<file path="src/rtl/uart1_pkg.sv">
// uart1_pkg: definitions shared by the UART1 transmitter and receiver.
//   - FSM state encodings (3 bits)
//   - DATA_BITS: payload width of one frame
//   - parity mode constants and a parity helper
package uart1_pkg;

  localparam int DATA_BITS = 8;

  // Parity mode selectors, used for the PARITY_ODD parameter on both sides.
  localparam int PAR_EVEN = 0;
  localparam int PAR_ODD  = 1;

  // Receiver FSM state encodings
  localparam logic [2:0] ST_IDLE   = 3'd0;
  localparam logic [2:0] ST_START  = 3'd1;
  localparam logic [2:0] ST_DATA   = 3'd2;
  localparam logic [2:0] ST_PARITY = 3'd3;
  localparam logic [2:0] ST_STOP   = 3'd4;
  localparam logic [2:0] ST_BREAK  = 3'd5;

  // Parity bit the transmitter puts on the line for data d.
  // odd = 0 gives even parity (^d), odd = 1 gives odd parity.
  function automatic logic calc_parity(input logic [DATA_BITS-1:0] d,
                                       input logic odd);
    return (^d) ^ odd;
  endfunction

endpackage

</file>
<file path="src/rtl/uart1_sync2.sv">
// uart1_sync2: two-flop synchronizer for an asynchronous serial line.
//   clk  in  : sampling clock
//   rst  in  : asynchronous active-low reset; both flops reset to 1 (line idle)
//   d    in  : asynchronous input
//   q    out : synchronized output
module uart1_sync2 (
  input  logic clk,
  input  logic rst,
  input  logic d,
  output logic q
);

  logic meta;

  always_ff @(posedge clk or negedge rst) begin
    if (!rst) begin
      meta <= 1'b1;
      q    <= 1'b1;
    end else begin
      meta <= d;
      q    <= meta;
    end
  end

endmodule

</file>
<file path="src/rtl/uart1_rx.sv">
// uart1_rx: UART1 serial receiver (start, 8 data bits LSB first, parity, stop).
//   clk        in  : clock, all state on rising edge
//   rst        in  : asynchronous active-low reset
//   serial_in  in  : serial line, idle high, asynchronous to clk
//   rx_data    out : last received byte, held until the next frame completes
//   rx_valid   out : one-cycle pulse when a frame completes
//   parity_err out : with rx_valid, received parity did not match
//   frame_err  out : with rx_valid, stop bit sampled low
//   busy       out : high in every state except IDLE
//   state_dbg  out : current FSM state (uart1_pkg ST_* encoding)
//
// Handshake: rx_valid is a bare one-cycle valid pulse with no ready; rx_data,
// parity_err and frame_err change only in the rx_valid cycle and hold after it.
module uart1_rx
  import uart1_pkg::*;
#(
  parameter int CLKS_PER_BIT = 16,
  parameter int PARITY_ODD   = 0
) (
  input  logic                 clk,
  input  logic                 rst,
  input  logic                 serial_in,
  output logic [DATA_BITS-1:0] rx_data,
  output logic                 rx_valid,
  output logic                 parity_err,
  output logic                 frame_err,
  output logic                 busy,
  output logic [2:0]           state_dbg
);

  localparam int CW = $clog2(CLKS_PER_BIT);
  localparam logic [CW-1:0] CNT_HALF = CW'(CLKS_PER_BIT / 2 - 1);
  localparam logic [CW-1:0] CNT_LAST = CW'(CLKS_PER_BIT - 1);
  localparam logic [2:0]    IDX_LAST = 3'(DATA_BITS - 1);
  localparam logic          ODD_BIT  = (PARITY_ODD != 0);

  logic                 line;
  logic                 line_q;     // previous synchronized sample, for edge detect
  logic [2:0]           state;
  logic [CW-1:0]        cnt;
  logic [2:0]           bit_idx;
  logic [DATA_BITS-1:0] shreg;
  logic                 perr_q;
  logic                 stop_bit;
  logic                 stop_seen;  // stop sampled; outputs load on the next edge

  uart1_sync2 u_sync (
    .clk (clk),
    .rst (rst),
    .d   (serial_in),
    .q   (line)
  );

  assign busy      = (state != ST_IDLE);
  assign state_dbg = state;

  always_ff @(posedge clk or negedge rst) begin
    if (!rst) begin
      line_q     <= 1'b1;
      state      <= ST_IDLE;
      cnt        <= '0;
      bit_idx    <= '0;
      shreg      <= '0;
      perr_q     <= 1'b0;
      stop_bit   <= 1'b0;
      stop_seen  <= 1'b0;
      rx_data    <= '0;
      rx_valid   <= 1'b0;
      parity_err <= 1'b0;
      frame_err  <= 1'b0;
    end else begin
      line_q   <= line;
      rx_valid <= 1'b0;

      case (state)
        ST_IDLE: begin
          if (line_q && !line) begin
            cnt   <= '0;
            state <= ST_START;
          end
        end

        // Re-check the line at mid start bit; a high sample was a glitch.
        ST_START: begin
          if (cnt == CNT_HALF) begin
            if (line) begin
              state <= ST_IDLE;
            end else begin
              cnt     <= '0;
              bit_idx <= '0;
              state   <= ST_DATA;
            end
          end else begin
            cnt <= cnt + 1'b1;
          end
        end

        // From here every sample lands one full bit later, i.e. mid-bit.
        ST_DATA: begin
          if (cnt == CNT_LAST) begin
            shreg[bit_idx] <= line;
            cnt            <= '0;
            if (bit_idx == IDX_LAST) begin
              state <= ST_PARITY;
            end else begin
              bit_idx <= bit_idx + 1'b1;
            end
          end else begin
            cnt <= cnt + 1'b1;
          end
        end

        ST_PARITY: begin
          if (cnt == CNT_LAST) begin
            perr_q <= line ^ calc_parity(shreg, ODD_BIT);
            cnt    <= '0;
            state  <= ST_STOP;
          end else begin
            cnt <= cnt + 1'b1;
          end
        end

        // Leaves at mid stop bit so a following start edge is never missed.
        ST_STOP: begin
          if (!stop_seen) begin
            if (cnt == CNT_LAST) begin
              stop_bit  <= line;
              stop_seen <= 1'b1;
              cnt       <= '0;
            end else begin
              cnt <= cnt + 1'b1;
            end
          end else begin
            rx_data    <= shreg;
            parity_err <= perr_q;
            frame_err  <= ~stop_bit;
            rx_valid   <= 1'b1;
            stop_seen  <= 1'b0;
            state      <= stop_bit ? ST_IDLE : ST_BREAK;
          end
        end

        // Line held low past the stop bit: wait for it to return to idle.
        ST_BREAK: begin
          if (line) begin
            state <= ST_IDLE;
          end
        end

        default: begin
          state <= ST_IDLE;
        end
      endcase
    end
  end

endmodule

</file>
<file path="config.mk">
export PLATFORM = sky130hd
export DESIGN_NAME = uart1_rx
export DESIGN_NICKNAME = d
export VERILOG_FILES = /design/src/rtl/uart1_pkg.sv /design/src/rtl/uart1_sync2.sv /design/src/rtl/uart1_rx.sv
export SDC_FILE = /design/constraint.sdc
export NUM_CORES = 1
export LEC_CHECK = 0
export CORE_ASPECT_RATIO = 0.75
export CORE_MARGIN = 3
export CORE_UTILIZATION = 35
export CTS_BUF_LIST = sky130_fd_sc_hd__clkbuf_2
export DETAILED_ROUTE_END_ITERATION = 16
export PLACE_DENSITY = 0.63
export RECOVER_POWER = 50
export SYNTH_ARGS = -nofsm -noshare
export SYNTH_HDL_FRONTEND = slang
export SYNTH_SLANG_ARGS = --single-unit
export TNS_END_PERCENT = 1
</file>
<file path="constraint.sdc">
create_clock -name clk -period 1.9 [get_ports clk]
set_clock_uncertainty 0.1 [all_clocks]
set_input_delay 0.19 -clock clk [delete_from_list [all_inputs] [get_ports clk]]
set_output_delay 0.19 -clock clk [all_outputs]
set_load 0.05 [all_outputs]
</file>
==> metrics.txt, run 1 <==
status=completed; cts hold-fix bufs=0; Max Slew Vio Count=0; crit end category=output port; Slowest cell on crit path=clkdlybuf4s50_1; antenna fix cells=0; XOR/XNOR Fraction of Synth Area=0.04070; fillers=407; Worst Min Path Start=serial_in; vias in the first global route=1,253; WP buf/inv=1; largest net degree at the start of global routing=36; total CTS buffers=5; DIE AREA=0.005805 mm^2; DRC marker count from the first detailed-route iteration=129; clk_lat worst skew=0.37 ns; I/O Buffers=17; synthesis-to-finish area growth=19.48%; GPL Wtd Cong=0.8165; CTS root buffer=clkbuf_2; CP Max Fanout=1; worst hold path class=in2reg; Synth Area in Adders=0.02180; Critical Path Max Stage Delay=0.80 ns; Fin. Hold Viols=0; crit path launch type=flip-flop; first-pass GRT wire length=5.871 mm; WL final=3.430 mm; Max-Cap Viols=0; critical path's top delay family=buffers and inverters; Core Area=0.004598 mm^2; most common cell after layout, fill and taps aside=dfrtp_1; Die X=86.99 um; largest family of logic cells by synthesized area=simple AND/OR/NAND/NOR gates; fin crit share=0.9570; share of cells above drive strength 1=0.2599; crit path time final=1.818 ns; final setup violation count=0; Final nets=182; VDD IR max=0.3939 mV; Critical Path AT=1.53 ns; Leak=1.087 nW; via count=1,225; Rel. slew slack=0.4187; simple logic cell fraction of the synthesized area=0.1563; # IOs=18; Setup CP Type=reg2out; Synth Instances=153; Slew @ Worst Pin=0.8720 ns; mux cell area share after synthesis=0.1003; Initial Util=0.3744; htree depth=2; Fin Setup TNS=0 ns; Avg WL per Cell=14.66 um; r2r setup slk=0.10 ns; Detail Route Antenna Nets=0; commonest non-fill, non-tap cells in the layout=dfrtp_1, nand2_1, mux2_2, o21ai_0, dlymetal6s2s_1; Compound-Gate Fraction of Synth Area=0.1403; Clock Path Buffers=2; Yosys warning count=0; Place WS=0.09872 ns; Worst EP required=1.61 ns; GRT overflow=0; post-cts resize count=0; unrepaired setup endpoints after global routing=false; fmax=0.5500 GHz; Post-Syn Area=0.001722 mm^2; DRT Pass-1 Iters=4; Sink Count=35; power per cell area=1046 mW/mm^2; Reg clk slew, reported paths=0.18 ns; Distinct cells, synth=43; Critical Path, Cell by Cell=clkdlybuf4s50_1; Worst Setup SP=rx_valid$_DFF_PN0_; reg2reg start=cnt[0]$_DFFE_PN0P_; syn_area_per_cell=11.25 um^2; GR Util All Layers=0.1330; number of synthesized register bits=35; CTS tree=yes; vias per inst=5.235; post-CTS setup buffer count=0; num rows=21; sequential element share of the synthesized area=0.5109; DRC violations left=0; setup ws final=0.08169 ns; DPL Wire Length=2.488 mm; Net Count, Synth=159; initial antenna violation count=0; DIE HEIGHT=66.74 um
==> worst paths after layout <==
path                       cells past startpoint                        to
setup / recovery                               1                  rx_valid
setup reg to reg                               5      shreg[2]$_DFFE_PN0P_
hold reg to reg                                0        u_sync.q$_DFF_PN1_
max in group asynchronous                      2  state_dbg[0]$_DFFE_PN0P_
min in group asynchronous                      2    rx_data[0]$_DFFE_PN0P_
hold / removal                                 1     u_sync.meta$_DFF_PN1_
==> layer usage <==
| metal | part of all wire | track usage | up-vias |
|---|---|---|---|
| li1 | - | - | 592 |
| met1 | 0.45 | 0.1667 | 588 |
| met2 | 0.47 | 0.2121 | 38 |
| met5 | 0 | 0 | - |
| met4 | 0.014 | 0.05447 | 0 |
| met3 | 0.068 | 0.04203 | 7 |
==> cells in the mapped netlist <==
library cell  instances  share of area
dfrtp_1              32           0.47
nand2_1              14          0.031
mux2_2               11          0.072
o21ai_0              11          0.032
xnor2_1               8          0.041
buf_2                 5          0.015
nand3_1               5          0.015
nor2_1                5          0.011
o31ai_1               5          0.022
a21oi_1               4          0.012
inv_1                 4         0.0087
o21ai_1               4          0.012
and3_1                3          0.011
dfstp_2               3          0.046
ha_1                  3          0.022
mux2_1                3          0.020
nor3_1                3         0.0087
a22o_1                2          0.010
nand2b_1              2         0.0073
nor2b_1               2         0.0073
nor4b_1               2          0.010
a211oi_1              1         0.0044
a21o_1                1         0.0044
a311oi_1              1         0.0051
a31oi_4               1          0.012
a41o_1                1         0.0058
buf_4                 1         0.0044
inv_2                 1         0.0022
mux2_4                1         0.0087
nand2_2               1         0.0036
nand3b_1              1         0.0044
nand4_1               1         0.0036
nor3_2                1         0.0058
nor3_4                1         0.0095
nor3b_1               1         0.0044
nor3b_2               1         0.0073
nor4_1                1         0.0036
nor4_2                1         0.0073
o2111ai_1             1         0.0051
o21a_1                1         0.0044
o21ai_2               1         0.0051
o21bai_2              1         0.0065
or3_4                 1         0.0065
==> sequential cells by signal (all words and copies together), names as in the netlist, 3 cells and up <==
signal,count
shreg,8
bit_idx,3
state_dbg,3
cnt,4
rx_data,8
==> area by class of cell <==
| cell class | instances | area (um^2) | share of cell area |
|---|---|---|---|
| clock inverters | 3 | 38.79 | 0.01886 |
| well taps | 57 | 71.32 | 0.03467 |
| flip-flops and latches | 35 | 883.3 | 0.4294 |
| repair buffers | 22 | 220.2 | 0.1071 |
| clock buffers | 5 | 25.02 | 0.01217 |
| multi-input cells | 107 | 799.5 | 0.3887 |
| inverters | 5 | 18.77 | 0.009124 |
==> metrics by stage <==
step / util / cell area, um^2 / cells / hold WS [ns] / power, mW
floorplan: - / 1725 / 153 / -0.2056 / 1.499
finish: 0.4473 / 2057 / 234 / 0.2507 / 2.152
global route: 0.4473 / 2057 / 234 / 0.2076 / 2.290
CTS: 0.4433 / 2038 / 234 / 0.03474 / 2.159
detailed placement: 0.4294 / 1974 / 226 / 0.2472 / 1.695
global placement: 0.4294 / 1974 / 226 / 0.2473 / 1.660
==> logic make-up (layout without fill, tap and decap cells) <==
kind of cell / after synthesis / count (layout)
multiplexers: 15 / 15
AO/OA/AOI/OAI: 35 / 35
adder cells (fa/ha/maj): 3 / 3
AND/OR/NAND/NOR: 46 / 46
flip-flops: 35 / 35
buffers and inverters: 11 / 35
XOR/XNOR: 8 / 8
==> power breakdown <==
part / leakage, nW / switching [mW] / total [mW] / internal [mW]
clock: 0.0404 / 0.243 / 0.460 / 0.217
sequential: 0.463 / 0.171 / 1.00 / 0.833
combinational: 0.585 / 0.388 / 0.688 / 0.301
total: 1.09 / 0.802 / 2.15 / 1.35
Note: power is estimated with default switching activity, not from simulation.
==> run 2: changes to the inputs <==
--- a/config.mk
+++ b/config.mk
@@ -5,12 +5,13 @@
 export SDC_FILE = /design/constraint.sdc
 export NUM_CORES = 1
 export LEC_CHECK = 0
+export ABC_AREA = 1
 export CORE_ASPECT_RATIO = 0.75
 export CORE_MARGIN = 3
 export CORE_UTILIZATION = 35
 export CTS_BUF_LIST = sky130_fd_sc_hd__clkbuf_2
 export DETAILED_ROUTE_END_ITERATION = 16
-export PLACE_DENSITY = 0.63
+export PLACE_DENSITY = 0.62
 export RECOVER_POWER = 50
 export SYNTH_ARGS = -nofsm -noshare
 export SYNTH_HDL_FRONTEND = slang
==> constraint.sdc (replaced) <==
create_clock -name clk -period 2.2 [get_ports clk]
set_clock_uncertainty 0.1 [all_clocks]
set_input_delay 0.22 -clock clk [delete_from_list [all_inputs] [get_ports clk]]
set_output_delay 0.22 -clock clk [all_outputs]
set_load 0.05 [all_outputs]
==> run 2 against run 1 <==
  * Critical path depth unchanged
  * Sequential share of layout area decreased by 1.3 points
  * Utilization decreased by 2.4 points
  * First-iteration DRC count decreased by 40%
  * Die area increased by 5.9%
  * Count of clock-buffer cells in the layout increased by 1
  * Final area increased by 2.6%
  * Sequential power decreased by 24%
  * Global-route usage decreased by 1.1 points
  * Synthesized area increased by 6.5%
  * Largest power group unchanged
  * Highest routed layer unchanged
==> metrics.txt, run 2 <==
power per cell area=835.5 mW/mm^2 (-20%); Critical Path, Cell by Cell=clkdlybuf4s50_1; CP Max Fanout=7 (+6); Slew @ Worst Pin=0.8617 ns (-0.01031 ns); Die X=89.57 um (+3.0%); dominant cell type by area after synthesis=dfrtp_1; DPL Wire Length=2.501 mm (+0.49%); Max Slew Vio Count=0 (unchanged); crit path time final=2.036 ns; post-cts resize count=1 (+1); count leader, synth=nand2_1; cts hold-fix bufs=0 (unchanged); num rows=22 (+4.8%); worst hold path class=reg2reg; DRC violations left=0 (unchanged); via count=1,408 (+15%); Initial Util=0.3679 (-0.006516); DRT Pass-1 Iters=4 (unchanged); Core Area=0.004982 mm^2 (+8.4%); Rel. slew slack=0.4256 (+0.006877); synth top area cells=dfrtp_1, nand2_1, o21ai_1; total CTS buffers=5 (unchanged); largest registers=rx_data x8, shreg x8, cnt x4; Avg WL per Cell=10.37 um (-29%); Final nets=251 (+38%); initial antenna violation count=0 (unchanged); Main synth FF type=dfrtp_1; # IOs=18 (unchanged); share of cells above drive strength 1=0.1423 (-0.1176); post-CTS setup buffer count=0 (unchanged); crit path launch type=flip-flop; fin crit share=0.9256; status=completed; GRT overflow=0 (unchanged); Clock Path Buffers=2 (unchanged); syn_area_per_cell=8.257 um^2 (-27%); Multi-input gate area=820.8 um^2 (+2.7%); Detail Route Antenna Nets=0 (unchanged); WL final=3.297 mm (-3.9%); unrepaired setup endpoints after global routing=false; vias in the first global route=1,258 (+0.40%); DIE AREA=0.006150 mm^2 (+5.9%); first-pass GRT wire length=5.727 mm (-2.5%); CTS tree=yes; asr flop ratio synth=1.000 (unchanged); commonest non-fill, non-tap cells in the layout=nand2_1, dfrtp_1, inv_1, o21ai_1, nand3_1; Leak=1.063 nW (-2.2%); fillers=511 (+26%); most common cell after layout, fill and taps aside=nand2_1; fmax=0.4911 GHz; synthesis-to-finish area growth=15.15%; Yosys warning count=0 (unchanged); crit end category=output port; synth cell count leaders=nand2_1, dfrtp_1, inv_1; Max-Cap Viols=0 (unchanged); critical path's top delay family=buffers and inverters; Net Count, Synth=228 (+43%); Sink Count=35 (unchanged); Synth Instances=222 (+45%); Setup CP Type=reg2out; WP buf/inv=1 (unchanged); htree depth=2 (unchanged); largest net degree at the start of global routing=36 (unchanged); DRC marker count from the first detailed-route iteration=77 (-40%); Post-Syn Area=0.001833 mm^2 (+6.5%); Fin Setup TNS=0 ns (unchanged); GPL Wtd Cong=0.7837 (-4.0%); flip-flop and latch area=879.6 um^2 (-0.42%); sequential element share of the synthesized area=0.4799 (-0.03104); DIE HEIGHT=68.67 um (+2.9%); Critical Path Max Stage Delay=0.85 ns (+0.05 ns); Reg clk slew, reported paths=0.18 ns (about the same); clk_lat worst skew=0.37 ns (about the same); Worst EP required=1.88 ns (+0.27 ns); final setup violation count=0 (unchanged); number of synthesized register bits=35 (unchanged); Distinct cells, synth=29 (-33%); Slowest cell on crit path=clkdlybuf4s50_1; VDD IR max=0.3711 mV (-5.8%); vias per inst=4.428 (-15%); Post-synth EDFFs=0 (unchanged); I/O Buffers=17 (unchanged); CTS root buffer=clkbuf_2; antenna fix cells=0 (unchanged); Critical Path AT=1.72 ns (+0.19 ns); placed inst area=0.002085 mm^2 (+5.6%); fin area=0.002111 mm^2 (+2.6%); GR Util All Layers=0.1215 (-0.01144); share of the synthesized area in the top cell type=0.4369 (-0.02826); Fin. Hold Viols=0 (unchanged)
run 2: cell types whose count changed in the layout (fill, tap and decap cells not counted), moves of 11 or more:
cell,change
inv_1,+16
nand3_1,+12
nand2_1,+60
clkdlybuf4s50_1,+12
o21ai_1,+14
mux2_2,-11
run 2: area by class of cell:
class	count	area share
Sequential cell	35	0.4167
Multi-Input combinational cell	158	0.3889
Timing Repair Buffer	18	0.08358
Inverter	27	0.04801
Tap cell	72	0.04268
Clock buffer	6	0.01423
Clock inverter	2	0.005928
run 2: layer usage:
metal,vias to the layer above,part of all wire,wire length [um],track usage
met5,-,0,0,0
met4,0,0.0052,17,0.03903
met3,2,0.041,135,0.03563
met2,21,0.39,1292,0.1761
met1,630,0.56,1853,0.1730
li1,755,-,-,-
run 2: power by group:
group | total [mW] | switching (mW) | internal [mW]
Combinational | 0.709 | 0.488 | 0.221
Sequential | 0.757 | 0.0627 | 0.694
Clock | 0.298 | 0.216 | 0.0813
run 2: worst paths after layout:
| check | slack (ns) | cells after the start | from | to |
|---|---|---|---|---|
| worst min register to register | 0.27 | 0 | u_sync.meta$_DFF_PN1_ | u_sync.q$_DFF_PN1_ |
| worst min-delay path | 0.27 | 0 | u_sync.meta$_DFF_PN1_ | u_sync.q$_DFF_PN1_ |
| worst max register to register | 0.47 | 6 | state_dbg[0]$_DFFE_PN0P_ | frame_err$_DFFE_PN0P_ |
| worst max-delay path | 0.16 | 1 | state_dbg[0]$_DFFE_PN0P_ | state_dbg[0] |
| max in group asynchronous | 1.08 | 2 | rst | shreg[5]$_DFFE_PN0P_ |
| min in group asynchronous | 0.35 | 2 | rst | rx_data[5]$_DFFE_PN0P_ |
run 2: cells by family after synthesis:
family,count (synthesis),share of synthesized area
buffers and inverters,29,0.06416
AO/OA/AOI/OAI,29,0.08669
adder cells (fa/ha/maj),3,0.02048
flip-flops,35,0.4799
AND/OR/NAND/NOR,122,0.3297
XOR/XNOR,4,0.01912
run 2: metrics by stage:
stage                     setup slack, ns  hold WS (ns)  std cells  total power [mW]  utilization
after floorplan                    0.5213       -0.1756        222             1.338            -
after global placement             0.4359        0.2471        310             1.521       0.4184
after detailed placement           0.4172        0.2472        310             1.520       0.4184
after CTS                         0.04708        0.1051        318             1.822       0.4267
after global routing              0.07070        0.2599        318             1.912       0.4237
final                              0.1637        0.2719        318             1.764       0.4237
==> variant 1 (config.mk and constraints of run 2) <==
Change the parameter `PARITY_ODD` from 0 to 1.
--- a/src/rtl/uart1_rx.sv
+++ b/src/rtl/uart1_rx.sv
@@ -16,5 +16,5 @@
 #(
   parameter int CLKS_PER_BIT = 16,
-  parameter int PARITY_ODD   = 0
+  parameter int PARITY_ODD   = 1
 ) (
   input  logic                 clk,
Formal check against the unedited RTL: same outputs for any inputs over 10 cycles, from zero or initial values and one cycle with rst low; that may be too few to reach the edited logic, so the function may still have changed.
==> variant 1 against run 2 <==
- final area down 0.89%
- total power decreased by 3.3%
- worst setup slack improved by 2.5 ps
- non-clock buffer count did not move
- area after synthesis fell by 0.96%
- first-iteration DRC count decreased by 55%
- routed wire length is 6.6% higher
- combinational power down 8.7%
- sequential cell count unchanged
- critical endpoint unchanged
- largest cell class unchanged
- largest power group unchanged
- highest routed layer unchanged
==> variant 1: results (changes against run 2) <==
| Metric | Value |
|---|---|
| Total negative setup slack | 0 ps (unchanged) |
| Hpwl dp | 2560 microns (+2.6%) |
| Pre-CTS WS | 521 ps (+104 ps) |
| Crit share post-route | 92.4% (-0.11 points) |
| Hold crit path type | input pin to flop |
| Worst Min Path Start | serial_in |
| Pleak | 1.03 nW (-2.8%) |
| Warnings from Yosys | 0 (unchanged) |
| R2R Path End | state_dbg[1]$_DFFE_PN0P_ |
| Reg-to-reg startpoint | u_sync.q$_DFF_PN1_ |
| Ys async rst share | 100% (unchanged) |
| Slew margin rel. | 42.6% (about the same) |
| Final GP Congestion | 0.839 (+7.1%) |
| CP top delay family | buffers and inverters |
| Max VDD drop | 0.000623 V (+68%) |
| Placed cell areas | 2050 sq um (-1.4%) |
| Placed insts | 296 (-4.5%) |
| Routed length on met3 | 173 microns (+28%) |
| Initial antenna violation count | 0 (unchanged) |
| Hold EP | u_sync.meta$_DFF_PN1_ |
| Biggest regs | rx_data x8, shreg x8, cnt x4 |
| Reg2Reg Depth | 8 (+2) |
| 1st-pass router iterations | 4 (unchanged) |
| WL per Instance | 11.6 microns (+11%) |
| M1 wire length | 1980 microns (+7.0%) |
| Commonest cells post-synth | 69 x nand2_1, 32 x dfrtp_1, 25 x inv_1 |
| CTS buffer count | 5 (unchanged) |
| GR Util All Layers | 12.9% (+0.75 points) |
| Fillers | 513 (+0.39%) |
| Number of DRC markers in iteration 0 | 35 (-55%) |
| Vias per cell | 4.55 (+2.8%) |
| Layout cells sized above 1 | 16.4% (+2.2 points) |
| Sequential share of the synthesized area | 48.4% (+0.46 points) |
| Ranking of synthesized cells by area | dfrtp_1 44%, nand2_1 14%, inv_1 5.2%, o21ai_2 4.8%, nand3_1 4.4% |
| Synth cell types | 26 (-10%) |
| Status | finished, final reports clean |
| Vias in the first global route | 1301 (+3.4%) |
| Crit path DAT | 1710 ps |
| First-pass GRT wire length | 6020 microns (+5.2%) |
| Met2 wire len | 1330 microns (+2.8%) |
| Vias post-DR | 1384 (-1.7%) |
| Hold Path Cell Cnt | 1 (+1) |
| Post-synthesis net count | 225 (-1.3%) |
| Synth Instances | 219 (-1.4%) |
| Clk slew on worst S/H paths | 180 ps (about the same) |
| Layout Nets | 249 (-0.80%) |
| Maximum buffer depth of the clock tree | 2 (unchanged) |
| WHS | 268 ps (-4.15 ps) |
variant 1: final cells by class:
| class | instances | area (sq um) | share of cell area, % |
|---|---|---|---|
| Multi-Input combinational cell | 154 | 811 | 38.8 |
| Tap cell | 60 | 75.1 | 3.59 |
| Timing Repair Buffer | 18 | 175 | 8.37 |
| Inverter | 29 | 109 | 5.20 |
| Clock buffer | 6 | 30.0 | 1.44 |
| Clock inverter | 2 | 12.5 | 0.598 |
| Sequential cell | 35 | 880 | 42.0 |
variant 1: where the power goes:
| part | switching (mW) | internal (mW) | total (mW) |
|---|---|---|---|
| Clock | 0.227 | 0.0812 | 0.308 |
| Sequential | 0.0596 | 0.691 | 0.750 |
| Combinational | 0.448 | 0.199 | 0.647 |
variant 1: repair_timing:
item	4_1_cts	5_1_grt
buffers inserted	0	0
setup endpoints to repair	0	1
resized for setup	0	1
variant 1: logic make-up after synthesis:
logic type      synth area share, %
flops                          48.4
fa+ha+maj                      2.07
simple gates                   31.3
buf+inv                        6.62
compound gates                 10.1
xor+xnor                       1.45
variant 1: per-layer routing:
layer | GRT usage, % | up-vias
met5 | 0 | -
met4 | 3.35 | 0
met3 | 3.61 | 4
met2 | 17.9 | 28
met1 | 19.4 | 613
li1 | - | 739
variant 1: how the worst max path moves through the flow:
| stage | end | cells past startpoint |
|---|---|---|
| floorplan | shreg[7]$_DFFE_PN0P_ | 7 |
| global route | state_dbg[0] | 1 |
| global placement | state_dbg[2] | 1 |
| detailed placement | state_dbg[2] | 1 |
| CTS | state_dbg[2] | 1 |
| finish | state_dbg[0] | 1 |
==> variant 2 (config.mk and constraints of run 2) <==
Made on the original files. Reset style: synchronous (`rst`), changed in 2 clocked blocks. Comments in the files are not updated.
--- a/src/rtl/uart1_sync2.sv
+++ b/src/rtl/uart1_sync2.sv
@@ -13,5 +13,5 @@
   logic meta;
 
-  always_ff @(posedge clk or negedge rst) begin
+  always_ff @(posedge clk) begin
     if (!rst) begin
       meta <= 1'b1;
--- a/src/rtl/uart1_rx.sv
+++ b/src/rtl/uart1_rx.sv
@@ -55,5 +55,5 @@
   assign state_dbg = state;
 
-  always_ff @(posedge clk or negedge rst) begin
+  always_ff @(posedge clk) begin
     if (!rst) begin
       line_q     <= 1'b1;
Function: differs if rst is asserted again (counterexample within 4 cycles, from zero or initial values and one cycle with rst low); with rst held inactive, the same outputs for 10 cycles.
==> variant 2 against run 2 <==
- register-to-register slack lost 250 ps
- area after synthesis shrank 3.3%
- sequential cell count is the same
- routed wire length grew 15%
- total power shrank 17%
- final area shrank 5.7%
- worst setup slack gained 3.6 ps
- critical path type unchanged
- critical endpoint is now state_dbg[1]
==> variant 2: results (changes against run 2) <==
| Metric | Value |
|---|---|
| Status | finished, final reports clean |
| Hold crit path type | input pin to flop |
| Pre-CTS WS | 410 ps (-7.64 ps) |
| Final wirelength | 3780 microns (+15%) |
| Ranking of synthesized cells by area | dfxtp_1 40%, nand2_1 12%, nor2_1 7.4%, a21oi_1 5.1%, inv_1 5.1% |
| Placed cell areas | 1990 sq um (-4.6%) |
| Placed insts | 319 (+2.9%) |
| Crit share post-route | 92.4% (-0.16 points) |
| Vias in the first global route | 1351 (+7.4%) |
| Clk slew on worst S/H paths | 170 ps |
| Sequential share of the synthesized area | 39.5% (-8.4 points) |
| First-pass GRT wire length | 6350 microns (+11%) |
| Number of DRC markers in iteration 0 | 72 (-6.5%) |
| Final GP Congestion | 0.815 (+3.9%) |
| Synth cell types | 29 (unchanged) |
| GR Util All Layers | 14.0% (+1.8 points) |
| Crit. Startpoint | state_dbg[1]$_SDFFE_PN0P_ |
| P_sw | 0.571 mW (-26%) |
| Post-synth top flop | dfxtp_1 |
| Ys async rst share | 0% (-100 points) |
| Largest net degree at the start of global routing | 24 (-33%) |
| Fin cells | 327 (+2.8%) |
| Xor/xnor cell area share of the yosys netlist | 1.98% (+0.066 points) |
| Hpwl dp | 2800 microns (+12%) |
| Vias per cell | 4.72 (+6.7%) |
| Commonest cells post-synth | 58 x nand2_1, 35 x dfxtp_1, 35 x nor2_1 |
| Post-synthesis net count | 255 (+12%) |
| Critical Path Sink | state_dbg[1] |
| Slowest CP cell | clkdlybuf4s50_1 |
| R2R Path End | shreg[5]$_SDFFE_PN0P_ |
| Post-CTS setup buffer count | 0 (unchanged) |
| Reg2Reg Depth | 9 (+3) |
| Compound-gate portion of the synthesized area | 11.6% (+2.9 points) |
| Proportion of synthesized area in mux cells | 0% (unchanged) |
| Reg-to-reg startpoint | cnt[0]$_SDFFE_PN0P_ |
| Slew Viols, Final | 0 (unchanged) |
| Fillers | 507 (-0.78%) |
| Slowest stage delay, CP | 850 ps (about the same) |
| Clock Latency Late Sink | 380 ps |
| Max H-tree Level | 2 (unchanged) |
| Layout cells sized above 1 | 10.4% (-3.9 points) |
| Biggest regs | rx_data x8, shreg x8, cnt x4 |
| Post-synthesis adder-cell area fraction | 2.12% (+0.071 points) |
| Worst-Margin Slew | 911 ps (+49.6 ps) |
| CP max FO | 5 (-2) |
| R2R setup slack | 220 ps (-250 ps) |
| Synth Instances | 249 (+12%) |
| Layout Nets | 275 (+9.6%) |
| Max VDD drop | 0.000415 V (+12%) |
| Pleak | 0.898 nW (-16%) |
==> variant 2: cell types whose count changed in the layout (fill, tap and decap cells not counted), moves of 14 or more <==
cell     change
dfxtp_1     +35
nand2_1     -15
o21ai_1     -15
a21oi_1     +14
dfrtp_1     -32
nor2_1      +26
==> variant 2: repair_timing <==
| action | CTS | global route |
|---|---|---|
| resized for setup | 1 | 1 |
| hold buffers | 0 | 0 |
| endpoints found under the setup margin | 1 | 1 |
==> variant 2: power by group through the flow <==
stage               logic, mW  clock network (mW)  registers [mW]
floorplan               0.355                   0           0.753
global route            0.499               0.348           0.728
global placement        0.464                   0           0.734
finish                  0.444               0.303           0.719
CTS                     0.465               0.315           0.722
detailed placement      0.468                   0           0.736
==> variant 2: cell type report <==
cell class              instances  area, sq um  area share (%)
clock buffers                   7         35.0            1.76
inverters                      28          105            5.28
clock inverters                 1         5.00           0.252
well taps                      57         71.3            3.58
flip-flops and latches         35          701            35.2
multi-input cells             180          892            44.8
repair buffers                 19          180            9.06
==> variant 2: worst min-delay path by stage <==
stage                                      start  slack (ps)  cells after the start                     end
after detailed placement  u_sync.meta$_SDFF_PN1_         300                      1     u_sync.q$_SDFF_PN1_
after CTS                              serial_in         270                      2  u_sync.meta$_SDFF_PN1_
after global routing                   serial_in         260                      2  u_sync.meta$_SDFF_PN1_
final                                  serial_in         290                      2  u_sync.meta$_SDFF_PN1_
after floorplan                        serial_in         230                      1  u_sync.meta$_SDFF_PN1_
after global placement    u_sync.meta$_SDFF_PN1_         300                      1     u_sync.q$_SDFF_PN1_
==> variant 2: layer usage <==
layer,global-route usage [%],part of all wire (%)
met1,19.6,55
met2,20.2,40
met3,4.02,3.4
met4,5.09,1.5
met5,0,0
